`config.mk`:
```
export PLATFORM = sky130hd
export DESIGN_NAME = uart_rx_core
export DESIGN_NICKNAME = d
export VERILOG_FILES = /design/src/rtl/uart_rx_core.sv
export SDC_FILE = /design/constraint.sdc
export NUM_CORES = 1
export LEC_CHECK = 0
export BUFFER_PORTS_ARGS = -buffer_cell sky130_fd_sc_hd__buf_2
export CAP_MARGIN = 40
export CORE_MARGIN = 4
export CORE_UTILIZATION = 40
export CTS_CLUSTER_SIZE = 40
export DETAILED_ROUTE_END_ITERATION = 7
export PLACE_DENSITY = 0.7
export SLEW_MARGIN = 20
export SYNTH_ARGS = -nofsm -noshare
export SYNTH_HDL_FRONTEND = slang
export SYNTH_SLANG_ARGS = --single-unit
```
`constraint.sdc`:
```
create_clock -name mclk -period 2.65 [get_ports mclk]
set_input_delay 0.3975 -clock mclk [delete_from_list [all_inputs] [get_ports mclk]]
set_output_delay 0.3975 -clock mclk [all_outputs]
set_load 0.01 [all_outputs]
```
`src/rtl/uart_rx_core.sv`:
```
// UART receiver: 5-8 data bits, optional even/odd parity, 1 or 2 stop bits, one-entry holding register.
// Define UART_RX_MAJORITY_EN for 2-of-3 majority sampling around each bit centre.
module uart_rx_core #(
  parameter int SYNC_STAGES = 2
) (
  input  logic        mclk,
  input  logic        rst,
  input  logic        cfg_en,
  input  logic [1:0]  cfg_data_bits,
  input  logic        cfg_stop_bits,
  input  logic        cfg_parity_en,
  input  logic        cfg_even_odd,
  input  logic [15:0] cfg_divisor,
  input  logic        rxd,
  output logic [7:0]  rx_data,
  output logic        rx_valid,
  input  logic        rx_ready,
  output logic        rx_perr,
  output logic        rx_ferr,
  output logic        rx_overrun,
  output logic        rx_busy
);

  typedef enum logic [2:0] {
    S_IDLE, S_START, S_DATA, S_PARITY, S_STOP1, S_STOP2
  } state_t;

  state_t                 state_reg;
  logic [SYNC_STAGES-1:0] sync_reg;
  logic                   rxd_s;
  logic                   rxd_prev_reg;
  // 17 bits so the full period 2*divisor+1 never wraps
  logic [16:0]            cnt_reg;
  logic [16:0]            full_lat_reg;
  logic [1:0]             dbits_lat_reg;
  logic                   stop2_lat_reg;
  logic                   par_en_lat_reg;
  logic                   even_lat_reg;
  logic [2:0]             bit_idx_reg;
  logic [7:0]             shift_reg;
  logic                   par_acc_reg;
  logic                   perr_reg;
  logic                   ferr_reg;
  logic [7:0]             rx_data_reg;
  logic                   rx_valid_reg;
  logic                   rx_perr_reg;
  logic                   rx_ferr_reg;
  logic                   rx_overrun_reg;

  logic tick;
  logic sample_valid;
  logic sample_bit;
  logic last_bit;
  logic deliver;
  logic deliver_ferr;

  assign rxd_s = sync_reg[SYNC_STAGES-1];

  always_ff @(posedge mclk) begin
    if (rst) begin
      sync_reg     <= '1;
      rxd_prev_reg <= 1'b1;
    end else begin
      sync_reg     <= {sync_reg[SYNC_STAGES-2:0], rxd};
      rxd_prev_reg <= rxd_s;
    end
  end

  assign tick     = (state_reg != S_IDLE) && (cnt_reg == 17'd0);
  assign last_bit = (bit_idx_reg == ({1'b0, dbits_lat_reg} + 3'd4));

`ifdef UART_RX_MAJORITY_EN
  logic s_m1_reg;
  logic s_0_reg;
  logic tick_d_reg;
  logic maj_on;

  // A zero divisor leaves no room for neighbouring samples, so use the centre one
  assign maj_on = (full_lat_reg != 17'd1);

  always_ff @(posedge mclk) begin
    if (rst) begin
      s_m1_reg   <= 1'b1;
      s_0_reg    <= 1'b1;
      tick_d_reg <= 1'b0;
    end else begin
      if (cnt_reg == 17'd1) s_m1_reg <= rxd_s;
      if (tick)             s_0_reg  <= rxd_s;
      tick_d_reg <= tick && cfg_en;
    end
  end

  assign sample_valid = (state_reg != S_IDLE) && (maj_on ? tick_d_reg : tick);
  assign sample_bit   = maj_on ? ((s_m1_reg & s_0_reg) | (s_m1_reg & rxd_s) | (s_0_reg & rxd_s))
                               : rxd_s;
`else
  assign sample_valid = tick;
  assign sample_bit   = rxd_s;
`endif

  assign deliver      = sample_valid && cfg_en &&
                        (((state_reg == S_STOP1) && !stop2_lat_reg) || (state_reg == S_STOP2));
  assign deliver_ferr = ferr_reg | ~sample_bit;

  always_ff @(posedge mclk) begin
    if (rst) begin
      state_reg      <= S_IDLE;
      cnt_reg        <= '0;
      full_lat_reg   <= '0;
      dbits_lat_reg  <= '0;
      stop2_lat_reg  <= 1'b0;
      par_en_lat_reg <= 1'b0;
      even_lat_reg   <= 1'b0;
      bit_idx_reg    <= '0;
      shift_reg      <= '0;
      par_acc_reg    <= 1'b0;
      perr_reg       <= 1'b0;
      ferr_reg       <= 1'b0;
    end else if ((state_reg != S_IDLE) && !cfg_en) begin
      state_reg <= S_IDLE;
    end else begin
      case (state_reg)
        S_IDLE: begin
          // Edge-triggered start: a line parked low never restarts a frame
          if (cfg_en && rxd_prev_reg && !rxd_s) begin
            state_reg      <= S_START;
            cnt_reg        <= {1'b0, cfg_divisor};
            full_lat_reg   <= {cfg_divisor, 1'b1};
            dbits_lat_reg  <= cfg_data_bits;
            stop2_lat_reg  <= cfg_stop_bits;
            par_en_lat_reg <= cfg_parity_en;
            even_lat_reg   <= cfg_even_odd;
            bit_idx_reg    <= '0;
            shift_reg      <= '0;
            par_acc_reg    <= 1'b0;
            perr_reg       <= 1'b0;
            ferr_reg       <= 1'b0;
          end
        end
        default: begin
          cnt_reg <= tick ? full_lat_reg : cnt_reg - 17'd1;
          if (sample_valid) begin
            case (state_reg)
              S_START: begin
                state_reg   <= sample_bit ? S_IDLE : S_DATA;
                bit_idx_reg <= '0;
              end
              S_DATA: begin
                shift_reg[bit_idx_reg] <= sample_bit;
                par_acc_reg            <= par_acc_reg ^ sample_bit;
                if (last_bit) state_reg <= par_en_lat_reg ? S_PARITY : S_STOP1;
                else          bit_idx_reg <= bit_idx_reg + 3'd1;
              end
              S_PARITY: begin
                perr_reg  <= even_lat_reg ? (par_acc_reg != sample_bit) : (par_acc_reg == sample_bit);
                state_reg <= S_STOP1;
              end
              S_STOP1: begin
                ferr_reg  <= ~sample_bit;
                state_reg <= stop2_lat_reg ? S_STOP2 : S_IDLE;
              end
              S_STOP2: begin
                ferr_reg  <= ferr_reg | ~sample_bit;
                state_reg <= S_IDLE;
              end
              default: state_reg <= S_IDLE;
            endcase
          end
        end
      endcase
    end
  end

  // Holding register: a full, unaccepted slot drops the new character
  always_ff @(posedge mclk) begin
    if (rst) begin
      rx_data_reg    <= '0;
      rx_valid_reg   <= 1'b0;
      rx_perr_reg    <= 1'b0;
      rx_ferr_reg    <= 1'b0;
      rx_overrun_reg <= 1'b0;
    end else begin
      rx_overrun_reg <= 1'b0;
      if (deliver) begin
        if (rx_valid_reg && !rx_ready) begin
          rx_overrun_reg <= 1'b1;
        end else begin
          rx_data_reg  <= shift_reg;
          rx_perr_reg  <= perr_reg;
          rx_ferr_reg  <= deliver_ferr;
          rx_valid_reg <= 1'b1;
        end
      end else if (rx_valid_reg && rx_ready) begin
        rx_valid_reg <= 1'b0;
      end
    end
  end

  assign rx_data    = rx_data_reg;
  assign rx_valid   = rx_valid_reg;
  assign rx_perr    = rx_perr_reg;
  assign rx_ferr    = rx_ferr_reg;
  assign rx_overrun = rx_overrun_reg;
  assign rx_busy    = (state_reg != S_IDLE);

endmodule

```
# Word-level counts from Yosys, hierarchy flattened
# Index checks and enable logic that the tools add are counted.
# W data, S select, Z words.
# totals
regBits,71
input_bits,26
elab_cells,115
# op_classes
n_lt_le_gt_ge,2
muxes,38
eq_ne,12
bitwise_logic,6
n_reduce_logical,35
add_sub_neg,3
# op_table
operator,count
$mux W17,3
$mux W8,4
$mux W3,10
$logic_not A17 Y1,1
$sub A17 B1 Y17 const B,1
$mux W1,15
$pmux W3 S4,1
$reduce_and A4 Y1,3
$logic_and A1 B1 Y1,10
$reduce_bool A3 Y1,3
$bwmux W8,1
$reduce_bool A2 Y1,4
$eq A3 B2 Y1 const B,2
$eq A3 B3 Y1 const B,2
$ne A3 B2 Y1 const B,2
$pmux W3 S2,1
$reduce_and A2 Y1,3
$reduce_and A3 Y1,2
$reduce_and A5 Y1,1
$logic_not A1 Y1,4
$lt A3 B4 Y1 const B,1
$ne A2 B2 Y1 const B,2
$not A1 Y1,4
$reduce_or A2 Y1,2
14 further kinds,14

# Depth between registers and ports, before layout
# Gate-level depths: netlist of run 1.
# depth
word_depth,8
depth_mapped,9

# Worst setup path after synthesis of run 1
# No wires, ideal clock.
# synth_timing
kind,reg2reg
startpoint,reg cnt_reg[0]
endpoint,"reg rx_ferr_reg, in the netlist rx_ferr"
path_slack_ns,0.690
t_required_ns,2.518
path_buffers,2
path_stages_with_launch,10
synth_period_minus_slack_ns,1.960
t_arrival_ns,1.828
path_cell_list,dfxtp_1 inv_1 ha_1 nor4b_1 and4_1 buf_2 buf_2 nand4_2 nor3_1 nor3_1
# synth_via
elab_chain_cells,5
# synth_lines
item,line,source
start: declaration,33,logic [16:0] cnt_reg;
start signal: assignment,127,"cnt_reg <= {1'b0, cfg_divisor};"
start signal: assignment,141,cnt_reg <= tick ? full_lat_reg : cnt_reg - 17'd1;
$logic_not A17 Y1,69,assign tick = (state_reg != S_IDLE) && (cnt_reg == 17'd0);
$logic_and A1 B1 Y1,69,
$logic_and A1 B1 Y1 (2 in series),101,assign deliver = sample_valid && cfg_en &&
$reduce_and A2 Y1 (no source line),-,
end signal: assignment,190,rx_ferr_reg <= deliver_ferr;
end: declaration,47,logic rx_ferr_reg;
# No other way between the ends.
# A chain may end at the register's enable or synchronous reset.

# Worst setup path in the final report of run 1
# layout_timing
startpoint,reg cnt_reg[0]
endpoint,"reg rx_data_reg[0], in the netlist rx_data[0]"
# layout_via
elab_chain_cells,5
# layout_lines
item,line,source
$logic_not A17 Y1,69,
$logic_and A1 B1 Y1,69,
$logic_and A1 B1 Y1 (2 in series),101,
$reduce_and A2 Y1 (no source line),-,
end signal: assignment,188,rx_data_reg <= shift_reg;
end: declaration,44,logic [7:0] rx_data_reg;
# No other way between the ends.

==> metrics, run 1 <==
post-synth top area cell=dfxtp_1; final setup margin=0.395 ns; vias in the first global route=3,276; WL per Instance=15.5 um; router iterations before antenna repair=5; post-cts gate resize count=0; Mapped Cells=468; Worst EP arrival=2.54 ns; Setup Fix Bufs, Post-CTS=0; count of different cell masters after synthesis=57; Worst Max-Slew Pin Slew=0.678 ns; crit-path max FO=31; starting density of the core=41.5%; initial DRC count=269; clock slew at reported path FFs=0.08 ns; GRT Total Usage=18.5%; Crit-path slowest cell=and4_1; worst vdd ir=0.288 mV; final hold viol count=0; fillcell total=871; most common cell in the synthesized netlist=nand2_1; WHS=0.213 ns; Post-Route Skew=0.0120 ns; Critical Path Most Common Cell=and4_1; via total after detailed routing=3,459; Worst Setup End Kind=flip-flop; CTS buffer count=9; Die W=103 um; Max Root-Sink Buffers=2; min cycle time layout=2.26 ns; Layout area overhead=14.1%; die footprint=10,700 um^2; worst setup path class=flip-flop to flip-flop; post-route clock period utilization=85.1%; Cells after DPL=590; largest net degree at the start of global routing=46; crit path launch type=flip-flop; Leak=0.00151 uW; placed cell area=3930 um^2; Hold WC Path Type=input port to flip-flop; Placer Congestion=0.872; DRT antenna net count=0; CTS root buf=clkbuf_8; CTS H-tree depth=3; post-synthesis async set-or-reset flop share=0%; GRT overflow=0; layout cells sized above 1=17.5%; warnings from Yosys=0; required time worst endpoint=2.94 ns; register area share after synthesis=39.1%; syn avg cell area=7.77 um^2; first-pass GRT wire length=15.7 mm; DRT Wirelength=9.41 mm; Ports=39; drt drc=0; Final Instance Count excl. Fillers=606; Post-synth top cells=nand2_1 (95), dfxtp_1 (71), a21oi_1 (55); clock latency on the worst-skew pair=0.36 ns; PortBufs=38; Fmax=443 MHz; post-DP HPWL=6.40 mm; Power Density=581 nW/um^2; Slew headroom=54.8%; max-slew violation count=0; Main synth FF type=dfxtp_1; Sink Count=71; crit path cell chain=inv_1 -> ha_1 -> nor4b_1 -> and4_1 -> buf_12 -> and4_1 -> nand2_1 -> a21oi_1; max-cap violation count=0; CTS hold repair buffers=0; Vias/cell=5.71; post-synth top area share=39.1%; Diodes inserted=0; max incr delay on CP=0.40 ns; status=finished clean; initial antenna violation count=0; synth top area cells=dfxtp_1 (39%), nand2_1 (9.8%), a21oi_1 (7.6%); # setup viols final=0; Setup Slack @ Placement=0.411 ns; mapped cell area=3640 um^2; # rows=34; Mapped Nets=497; RSZ-0062 raised after global routing=false; CTS tree=done; post-synthesis register bit count=71; Final #Nets=522; Post-synth EDFFs=0; Placeable Area=8760 um^2; Final Cell Area=4150 um^2; Die Ht=103 um; setup TNS=0 ns
final timing paths:
| check | from | endpoint | slack (ns) | cells past startpoint |
|---|---|---|---|---|
| hold / removal | rxd | sync_reg[0]$_SDFF_PP1_ | 0.21 | 2 |
| setup / recovery | cnt_reg[0]$_SDFFE_PP0P_ | rx_data[0]$_SDFFE_PP0P_ | 0.39 | 8 |
| hold reg to reg | sync_reg[0]$_SDFF_PP1_ | sync_reg[1]$_SDFF_PP1_ | 0.42 | 1 |
| setup reg to reg | cnt_reg[0]$_SDFFE_PP0P_ | rx_data[0]$_SDFFE_PP0P_ | 0.39 | 8 |
per-stage QoR:
step | total power [uW] | utilization, %
after floorplan | 1360 | -
after global placement | 1450 | 44.8
after detailed placement | 1460 | 44.8
after CTS | 2420 | 47.4
after global routing | 2510 | 47.4
final | 2410 | 47.4
power breakdown:
part / internal (uW) / total, uW / leakage [uW] / switching, uW
Combinational: 126 / 335 / 0.000818 / 209
Clock: 533 / 972 / 0.000114 / 439
Sequential: 1080 / 1100 / 0.000574 / 19.3
placed cells by master, fill, tap and decap left out, types with 5 or more instances in the layout:
cell / synthesis / final
nand3_1: 7 / 7
or3_1: 8 / 8
buf_4: 0 / 13
nand2_1: 95 / 95
nor3_1: 16 / 15
nand2b_1: 5 / 5
o31ai_1: 8 / 8
o32ai_1: 7 / 7
a211oi_1: 20 / 20
clkbuf_8: 0 / 9
nor4_1: 5 / 5
buf_2: 9 / 38
o21ai_0: 15 / 15
dfxtp_1: 71 / 71
a21oi_1: 55 / 55
nor2_1: 31 / 31
inv_1: 8 / 8
metal layers:
layer / wire length [um] / vias up / GRT usage, %
li1: - / 1742 / -
met1: 4600 / 1622 / 25.3
met2: 4180 / 84 / 28.4
met3: 505 / 11 / 4.69
met4: 127 / 0 / 6.47
met5: 0 / - / 0
critical path: cells and delay by family, from the launching register on:
kind                       cells  cell delay [ns]
DFF                            1             0.35
adders and majority gates      1             0.15
AOI/OAI and AO/OA              1             0.15
buffers and inverters          2             0.31
and+or+nand+nor                4             1.23
logic make-up after synthesis:
family	count (synthesis)	synth area share, %
xor gates and xnor gates	4	0.964
and+or+nand+nor	199	27.3
muxes	4	1.10
buffers and inverters	48	5.27
AOI/OAI and AO/OA	139	25.3
DFF	71	39.1
adders and majority gates	3	1.03
layout make-up:
type / instances / area [um^2] / share of cell area (%)
clock buffers: 9 / 124 / 2.98
clock inverters: 7 / 96.3 / 2.32
inverters: 10 / 37.5 / 0.904
multi-input cells: 349 / 2030 / 48.9
flip-flops and latches: 71 / 1420 / 34.2
well taps: 108 / 135 / 3.26
repair buffers: 52 / 308 / 7.42
Note: power is estimated with default switching activity, not from simulation.
==> run 2: changes to the inputs <==
--- a/config.mk
+++ b/config.mk
@@ -7,11 +7,13 @@
 export LEC_CHECK = 0
 export BUFFER_PORTS_ARGS = -buffer_cell sky130_fd_sc_hd__buf_2
 export CAP_MARGIN = 40
+export CELL_PAD_IN_SITES_DETAIL_PLACEMENT = 1
+export CELL_PAD_IN_SITES_GLOBAL_PLACEMENT = 1
 export CORE_MARGIN = 4
 export CORE_UTILIZATION = 40
 export CTS_CLUSTER_SIZE = 40
 export DETAILED_ROUTE_END_ITERATION = 7
-export PLACE_DENSITY = 0.7
+export PLACE_DENSITY = 0.86
 export SLEW_MARGIN = 20
 export SYNTH_ARGS = -nofsm -noshare
 export SYNTH_HDL_FRONTEND = slang
==> run 2 against run 1 <==
  * First-iteration DRC count fell by 33%
  * Combinational power barely moved
  * Critical path depth did not move
  * Design area fell by 0.84%
  * Utilization fell by 0.40 points
  * Hold slack improved by 0.0066 ns
  * Clock power fell by 9.7%
  * Largest cell class unchanged
  * Largest power group unchanged
==> metrics, run 2 (synthesis results as in run 1) <==
Power Density=563 nW/um^2; crit-path max FO=12; final setup margin=0.343 ns; CP Launch Point=cnt_reg[0]$_SDFFE_PP0P_; Placeable Area=8760 um^2; router iterations before antenna repair=4; clock slew at reported path FFs=0.08 ns; CTS H-tree depth=3; Die Ht=103 um; via total after detailed routing=3,622; Die W=103 um; clock latency on the worst-skew pair=0.36 ns; Pwr Total=2320 uW; Diodes inserted=0; Setup Fix Bufs, Post-CTS=0; Max Root-Sink Buffers=2; # setup viols final=0; Placer Congestion=0.854; largest net degree at the start of global routing=56; die footprint=10,700 um^2; DRT Wirelength=11.0 mm; setup TNS=0 ns; DRT antenna net count=0; Setup Slack @ Placement=0.439 ns; Final #Nets=522; CTS buffer count=9; initial DRC count=181; starting density of the core=41.5%; r2r setup slk=0.34 ns; Ports=39; max-slew violation count=0; drt drc=0; min cycle time layout=2.31 ns; Sink Count=71; Leak=0.00147 uW; Hold WC Path Type=input port to flip-flop; Layout area overhead=13.2%; worst setup path class=flip-flop to flip-flop; WL per Instance=18.1 um; FF-to-FF End=cnt_reg[9]$_SDFFE_PP0P_; worst vdd ir=0.213 mV; placed cell area=3920 um^2; most common cell after layout, fill and taps aside=nand2_1; Register-to-Register Path Depth=8; max-cap violation count=0; Final Cell Area=4120 um^2; post-cts gate resize count=0; final hold viol count=0; Worst Max-Slew Pin Slew=0.594 ns; Hold Path Stages=2; GRT Total Usage=21.8%; # rows=34; first-pass GRT wire length=18.4 mm; RSZ-0062 raised after global routing=false; R2R Path Start=cnt_reg[0]$_SDFFE_PP0P_; hold endpoint=sync_reg[0]$_SDFF_PP1_; CTS tree=done; Finished Core Util=47.0%; post-DP HPWL=7.62 mm; commonest cells after routing, fill and taps aside=nand2_1 (95), dfxtp_1 (71), a21oi_1 (55), buf_2 (38), nor2_1 (31); Worst Hold Launch=rxd; layout cells sized above 1=17.5%; status=finished clean; vias in the first global route=3,806; post-route clock period utilization=87.0%; initial antenna violation count=0; Fmax=434 MHz; PortBufs=38; Worst EP arrival=2.54 ns; Worst Setup End Kind=flip-flop; Vias/cell=5.98; required time worst endpoint=2.88 ns; crit path launch type=flip-flop; CTS root buf=clkbuf_8; GRT overflow=0; Post-Route Skew=0.0115 ns; Slew headroom=60.2%; CTS hold repair buffers=0
[run 2: per-layer routing]
layer	part of all wire, %	global-route usage, %
met1	46	29.0
met2	47	34.9
met3	5.4	4.96
met4	1.3	7.07
met5	0	0
[run 2: worst max-delay path by stage]
stage | slack (ns) | endpoint
6_report | 0.34 | cnt_reg[9]$_SDFFE_PP0P_
2_1_floorplan | 0.69 | rx_ferr$_SDFFE_PP0P_
3_5_place_dp | 0.44 | cnt_reg[3]$_SDFFE_PP0P_
3_3_place_gp | 0.54 | cnt_reg[9]$_SDFFE_PP0P_
4_1_cts | 0.39 | cnt_reg[9]$_SDFFE_PP0P_
5_1_grt | 0.12 | cnt_reg[2]$_SDFFE_PP0P_
[run 2: where the power goes]
| group | switching [uW] | internal [uW] | leakage, uW |
|---|---|---|---|
| logic | 216 | 120 | 0.000812 |
| registers | 20.2 | 1080 | 0.000574 |
| clock network | 445 | 434 | 0.0000875 |
[run 2: final cells by class]
cell class              instances  area [um^2]
inverters                      10         37.5
fillers                      1079         4650
multi-input cells             349         2030
well taps                     108          135
flip-flops and latches         71         1420
repair buffers                 52          295
clock buffers                   9          124
clock inverters                 7         73.8
[run 2: metrics by stage]
stage | hold WS (ns) | std cells
2_1_floorplan | 0.389 | 468
3_3_place_gp | 0.400 | 590
3_5_place_dp | 0.408 | 590
4_1_cts | 0.216 | 606
5_1_grt | 0.213 | 606
6_report | 0.220 | 606
[run 2: critical path, stage by stage, from the launching register on]
cell      delay, ns
dfxtp_1        0.36
inv_1          0.10
ha_1           0.14
nor4b_1        0.42
and4_1         0.43
buf_4          0.25
nor4_1         0.07
a211oi_1       0.28
o32ai_1        0.13
